## src/rtl/bullet_pool_ctrl.sv

```systemverilog
// bullet_pool_ctrl: allocates bullet slots on debounced fire presses, retires
// them on collision or when they reach the top row, and manages the fire
// cooldown and a finite magazine with manual and automatic reload.
module bullet_pool_ctrl #(
  parameter int NUM_BULLETS   = 4,
  parameter int Y_WIDTH       = 10,
  parameter int TOP_Y         = 40,
  parameter int COOLDOWN      = 8,
  parameter int MAG_SIZE      = 8,
  parameter int RELOAD_CYCLES = 64
) (
  input  logic                           clk,
  input  logic                           rst_n,
  input  logic                           fire_n,
  input  logic                           reload_n,
  input  logic [NUM_BULLETS*Y_WIDTH-1:0] bullet_y,
  input  logic [NUM_BULLETS-1:0]         collision,
  output logic [NUM_BULLETS-1:0]         enb,
  output logic [NUM_BULLETS-1:0]         launch,
  output logic [$clog2(MAG_SIZE+1)-1:0]  ammo,
  output logic                           reloading,
  output logic                           empty
);

  localparam int AW = $clog2(MAG_SIZE + 1);
  // A zero cooldown still needs a one-bit counter so the logic stays uniform.
  localparam int CW = (COOLDOWN > 0) ? $clog2(COOLDOWN + 1) : 1;
  // The reload counter counts down from RELOAD_CYCLES-1 to 0.
  localparam int RW = (RELOAD_CYCLES > 1) ? $clog2(RELOAD_CYCLES) : 1;

  localparam logic [Y_WIDTH-1:0] TOP_Y_V   = Y_WIDTH'(TOP_Y);
  localparam logic [AW-1:0]      MAG_V     = AW'(MAG_SIZE);
  localparam logic [AW-1:0]      ONE_V     = AW'(1);
  localparam logic [CW-1:0]      CD_V      = CW'(COOLDOWN);
  localparam logic [RW-1:0]      RL_LAST_V = RW'(RELOAD_CYCLES - 1);

  typedef enum logic {
    ST_READY  = 1'b0,
    ST_RELOAD = 1'b1
  } state_t;

  state_t                 state, state_nx;
  logic [2:0]             fire_sh, reload_sh;
  logic                   fire_press, reload_press;
  logic [CW-1:0]          cd_cnt, cd_nx;
  logic [RW-1:0]          rl_cnt, rl_nx;
  logic [AW-1:0]          ammo_nx;
  logic [NUM_BULLETS-1:0] enb_nx, launch_nx, retire, slot_sel;
  logic                   slot_found, fire_ok, reload_ok;

  // Two synchroniser flops plus one history flop per button; a press is the
  // falling edge of the synchronised level, so a held button fires only once.
  always_ff @(posedge clk or negedge rst_n) begin
    if (!rst_n) begin
      fire_sh   <= 3'b111;
      reload_sh <= 3'b111;
    end else begin
      fire_sh   <= {fire_sh[1:0], fire_n};
      reload_sh <= {reload_sh[1:0], reload_n};
    end
  end

  assign fire_press   = fire_sh[2] & ~fire_sh[1];
  assign reload_press = reload_sh[2] & ~reload_sh[1];

  // Retire detection and lowest-index free slot search on the registered enb,
  // so a slot retiring this cycle cannot be handed out until the next one.
  always_comb begin
    retire     = '0;
    slot_sel   = '0;
    slot_found = 1'b0;
    for (int i = 0; i < NUM_BULLETS; i++) begin
      retire[i] = enb[i] & (collision[i] | (bullet_y[i*Y_WIDTH +: Y_WIDTH] == TOP_Y_V));
      if (!enb[i] && !slot_found) begin
        slot_sel[i] = 1'b1;
        slot_found  = 1'b1;
      end
    end
  end

  assign fire_ok   = fire_press && (state == ST_READY) && (ammo != '0) &&
                     (cd_cnt == '0) && slot_found;
  assign reload_ok = reload_press && (state == ST_READY) && (ammo != MAG_V) && !fire_ok;

  // Next-state logic: slot updates, cooldown, magazine and the reload FSM.
  always_comb begin
    state_nx  = state;
    ammo_nx   = ammo;
    rl_nx     = rl_cnt;
    cd_nx     = (cd_cnt != '0) ? cd_cnt - 1'b1 : cd_cnt;
    launch_nx = fire_ok ? slot_sel : '0;
    enb_nx    = (enb & ~retire) | launch_nx;
    unique case (state)
      ST_READY: begin
        if (fire_ok) begin
          ammo_nx = ammo - 1'b1;
          cd_nx   = CD_V;
          if (ammo == ONE_V) begin
            state_nx = ST_RELOAD;
            rl_nx    = RL_LAST_V;
          end
        end else if (reload_ok) begin
          state_nx = ST_RELOAD;
          rl_nx    = RL_LAST_V;
        end
      end
      ST_RELOAD: begin
        if (rl_cnt == '0) begin
          state_nx = ST_READY;
          ammo_nx  = MAG_V;
        end else begin
          rl_nx = rl_cnt - 1'b1;
        end
      end
      default: state_nx = ST_READY;
    endcase
  end

  // State register; reset drops every bullet and refills the magazine at once.
  always_ff @(posedge clk or negedge rst_n) begin
    if (!rst_n) begin
      state  <= ST_READY;
      enb    <= '0;
      launch <= '0;
      ammo   <= MAG_V;
      cd_cnt <= '0;
      rl_cnt <= '0;
    end else begin
      state  <= state_nx;
      enb    <= enb_nx;
      launch <= launch_nx;
      ammo   <= ammo_nx;
      cd_cnt <= cd_nx;
      rl_cnt <= rl_nx;
    end
  end

  assign reloading = (state == ST_RELOAD);
  assign empty     = (ammo == '0);

endmodule

```

## config.mk

```make
export PLATFORM = sky130hd
export DESIGN_NAME = bullet_pool_ctrl
export DESIGN_NICKNAME = d
export VERILOG_FILES = /design/src/rtl/bullet_pool_ctrl.sv
export SDC_FILE = /design/constraint.sdc
export NUM_CORES = 1
export LEC_CHECK = 0
export ABC_AREA = 1
export BUFFER_PORTS_ARGS = -buffer_cell sky130_fd_sc_hd__buf_2
export CAP_MARGIN = 20
export CORE_MARGIN = 1.5
export CORE_UTILIZATION = 35
export DETAILED_ROUTE_END_ITERATION = 12
export GPL_ROUTABILITY_DRIVEN = 0
export GPL_TIMING_DRIVEN = 0
export SLEW_MARGIN = 20
export SYNTH_ARGS = -nofsm -noshare
export SYNTH_HDL_FRONTEND = slang
export SYNTH_SLANG_ARGS = --single-unit
```

## constraint.sdc

```tcl
create_clock -name clk -period 2.3 [get_ports clk]
set_clock_uncertainty 0.1 [all_clocks]
set_input_delay 0.23 -clock clk [delete_from_list [all_inputs] [get_ports clk]]
set_output_delay 0.23 -clock clk [all_outputs]
set_load 0.1 [all_outputs]
```

# After elaboration in Yosys (flattened, before gate mapping)
# Cells that the tools add are included.
# word_totals
ff_bits,29
in_bits,48
output_inout_bits,14
word_cells,85
# classes
add_sub_neg,3
n_eq_ne,11
muxes,24
n_bitwise,16
n_reduce_logical,23
# op_table
operator,n
$eq 10x6->1 const B,4
$mux 4,6
$mux 6,4
$pmux 6 s2,1
$mux 1,11
$logic_and 1x1->1,10
$logic_not 4->1,2
$pmux 4 s2,1
$reduce_bool 4->1,2
$sub 4x1->4 const B,2
$and 1x1->1,6
$logic_not 1->1,6
$logic_not 6->1,1
$sub 6x1->6 const B,1
$and 4x4->4,1
$eq 4x1->1 const B,1
$ne 2x2->1 const B,2
$ne 4x4->1 const B,1
$not 4->4,1
$or 1x1->1,4
$or 4x4->4,1
$ne 3x2->1 const B,1
$ne 3x3->1 const B,1
$not 1->1,3
4 further kinds,4

# Longest topological paths before layout
# logic_depth
word_depth,15
ltp_mapped,10
ltp_nobuf,10

# Worst setup path before layout
# OpenSTA, ideal clock, no wires.
# synth_path
path_kind,flip-flop to flip-flop
start,register ammo[0]
end,register enb[2]
setup_time_ps,126
t_arrival_ps,3121
required_ps,2074
setup_slack_ps,-1046
stages_incl_launch_ff,11
path_buffers,1
synth_period_minus_slack_ps,3346
cell_sequence,dfrtp_1 -> inv_1 -> ha_1 -> nand2_2 -> nor2_1 -> nor2_2 -> nand2_2 -> buf_6 -> inv_4 -> nand4_1 -> nand2_1
# synth_between
elab_chain_len,6
# synth_rtl
item,line,source
"start, declared",20,"output logic [$clog2(MAG_SIZE+1)-1:0] ammo,"
"start signal, assigned",132,ammo <= ammo_nx;
$reduce_bool 4->1,81,assign fire_ok = fire_press && (state == ST_READY) && (ammo != '0) &&
$logic_and 1x1->1 (2 in series),81,
$logic_and 1x1->1,82,(cd_cnt == '0) && slot_found;
$mux 4,91,launch_nx = fire_ok ? slot_sel : '0;
$or 4x4->4,92,enb_nx = (enb & ~retire) | launch_nx;
named net enb_nx[2],48,"logic [NUM_BULLETS-1:0] enb_nx, launch_nx, retire, slot_sel;"
"end signal, assigned",130,enb <= enb_nx;
"end, declared",18,"output logic [NUM_BULLETS-1:0] enb,"
# The timed path passes the listed nets, and every way through them passes these cells.
# A chain may end at the register's enable or synchronous reset.

# Final worst setup path
# layout_path
start,register ammo[1]
end,output empty
# layout_between
elab_chain_len,1
# layout_rtl
item,line,source
$logic_not 4->1,139,assign empty = (ammo == '0);
"end, declared",22,output logic empty
# No other way between the ends.

==> flow_metrics.env <==
export IMPL_outcome="finished clean"
export IMPL_power_density_nw_per_um2=1200
export IMPL_period_share_pct=88.2
export IMPL_wl_per_cell_um=10.3
export IMPL_start_kind="flip-flop"
export IMPL_worst_path_max_fanout=5
export IMPL_crit_path_end_kind="primary output"
export IMPL_numCtsBuffers=5
export IMPL_rows=23
export IMPL_setup_worst_path_class="reg2out"
export IMPL_rsz0062_at_grt="false"
export IMPL_tns_ns=0
export IMPL_syn_instance_count=172
export IMPL_fin_nets=296
export IMPL_holdWs_ns=0.0858
export IMPL_max_clock_freq_mhz=493
export IMPL_clk_pin_slew_ns=0.06
export IMPL_drive_gt1_share_pct=39.8
export IMPL_clockBufferDepth=2
export IMPL_tightest_slew_ns=0.633
export IMPL_die_height_um=68.4
export IMPL_drt_iter0_markers=48
export IMPL_synth_top_area_share_pct=36.8
export IMPL_clk_latency_ns=0.28
export IMPL_start_util_pct=36.8
export IMPL_synth_top_area_cell="dfrtp_1"
export IMPL_drv_slew=0
export IMPL_grtUsageTotal_pct=15.7
export IMPL_postSynthAreaPerCell_um2=8.69
export IMPL_postCtsSetupBuffers=0
export IMPL_synth_seq_area_share_pct=49.1
export IMPL_drtPass1Iterations=4
export IMPL_worst_slack_ns=0.271
export IMPL_worstHoldPathType="in2reg"
export IMPL_synth_nets=225
export IMPL_cts_htree_levels=2
export IMPL_r2r_cells=9
export IMPL_die_area_um2=4670
export IMPL_period_needed_ns=2.03
export IMPL_finalWirelength_mm=3.04
export IMPL_max_cap_violations=0
export IMPL_area_growth_pct=33.6
export IMPL_rrSetupSlack_ns=0.53
export IMPL_cp_arrival_ns=1.70
export IMPL_total_power_w=0.00240
export IMPL_worstHoldPathCells=4
export IMPL_antenna_left=0
export IMPL_num_antenna_cells=0
export IMPL_startpoint="ammo[1]"
export IMPL_overflow=0
export IMPL_cp_required_ns=1.97
export IMPL_ys_ff_latch=29
export IMPL_hold_violations=0
export IMPL_r2r_start="rl_cnt[0]"
export IMPL_cts_tree="yes"
export IMPL_core_um2=4060
export IMPL_p_leak_nw=1.06
export IMPL_slew_headroom_pct=57.8
export IMPL_hold_path_startpoint="collision[0]"
export IMPL_place_ws_ns=0.516
export IMPL_numClockSinks=29
export IMPL_ys_warn_count=0
export IMPL_grt_pass1_wl_mm=5.28
export IMPL_grt_pass1_vias=1264
export IMPL_ys_types=30
export IMPL_synth_area_leaders="dfrtp_1 (37%), dfstp_2 (12%), nand2_1 (9.0%), inv_1 (5.0%), nand3_1 (4.7%)"
export IMPL_grt_max_degree=30
export IMPL_syn_area_um2=1500
export IMPL_setup_violations=0
export IMPL_route_detailed_drc=0
export IMPL_ir_worst_vdd_uv=425
export IMPL_ios=62
export IMPL_antenna_found_initial=0
export IMPL_vias=1329
export IMPL_routed_via_density=4.52
export IMPL_port_buffers=61
export IMPL_dieWidth_um=68.4
export IMPL_root_buffer="clkbuf_8"
export IMPL_hpwl_mm=2.35
[final cells by class]
cell class | count | area (um^2)
tap | 50 | 62.6
clock buffer | 8 | 90.1
buffer | 2 | 22.5
inverter | 24 | 92.6
sequential | 29 | 742
multi-input combinational | 117 | 653
fill | 412 | 2060
timing repair buffer | 64 | 335
[critical path, stage by stage, from the launching register on]
cell     delay [ns]
dfrtp_4        0.47
inv_1          0.14
ha_1           0.18
nand2_2        0.07
nor2_4         0.12
buf_2          0.43
[per-layer routing]
metal / routed length, um / vias to the layer above / part of all wire, % / global-route usage [%]
met4: 21 / 0 / 0.69 / 7.50
met1: 1370 / 585 / 45 / 18.6
li1: - / 702 / - / -
met3: 172 / 3 / 5.7 / 5.26
met2: 1480 / 39 / 49 / 25.5
met5: 0 / - / 0 / 0
[cells in the final DEF, fill, tap and decap left out]
master          n
clkbuf_8        6
nand3_1        14
nand2_1        36
dfstp_2         7
nor2_4          2
a21boi_0        1
or2_2           1
o22ai_1         2
a211oi_2        1
nor3_4          1
nand2_2         5
a21oi_1         2
xor2_1          1
nand3_2         2
inv_4           1
nor3_1          5
ha_1            5
buf_2          61
dlygate4sd3_1   3
xnor2_1         1
nor4_1          4
inv_1          20
inv_2           3
o21ai_0         5
nor3b_1         1
nor2_1         16
nand4_1         7
nand3_4         1
dfrtp_4         2
o211ai_1        1
buf_6           2
nor2_2          2
o21ai_1         1
clkbuf_1        2
dfrtp_1        20
[power by group]
group	total, W	switching [W]	leakage [nW]	internal [W]
Sequential	0.000767	0.0000973	0.349	0.000670
Clock	0.000423	0.000180	0.0455	0.000243
Combinational	0.00121	0.000849	0.662	0.000361
[registers in the layout (all words and copies together), names as in the netlist]
register   count
launch         4
cd_cnt         4
fire_sh        3
reload_sh      3
enb            4
reloading      1
ammo           4
rl_cnt         6
[path summary, 6_finish.rpt]
check	endpoint
max reg2reg	rl_cnt[1]
min	enb[0]
max in group asynchronous	ammo[0]
min reg2reg	reload_sh[1]
max	empty
min in group asynchronous	reloading
[cells by family after synthesis]
| logic type | share of synthesized area (%) |
|---|---|
| compound gates | 5.36 |
| flops | 49.1 |
| buf+inv | 7.70 |
| simple gates | 32.5 |
| fa+ha+maj | 4.18 |
| xor+xnor | 1.17 |
[through the flow]
step	utilization, %	instance area [um^2]	instances
after global placement	46.3	1880	283
after global routing	49.2	2000	294
final	49.2	2000	294
after detailed placement	46.3	1880	283
after CTS	49.2	2000	294
after floorplan	-	1510	172
[cells in the mapped netlist (all sizes together)]
cell type   n
nor3        6
xor2        1
nor3b       1
a211oi      1
nor4        4
o21ai       6
o211ai      1
dfrtp      22
a21oi       2
nand4       7
a21boi      1
xnor2       1
or2         1
nand2      41
dfstp       7
inv        24
nand3      17
nor2       20
ha          5
o22ai       2
buf         2
[timing repair]
item	in CTS	in global routing
endpoints found under the hold margin	24	0
hold buffers	3	0
resized for setup	0	0
(Power assumes the default switching activity.)
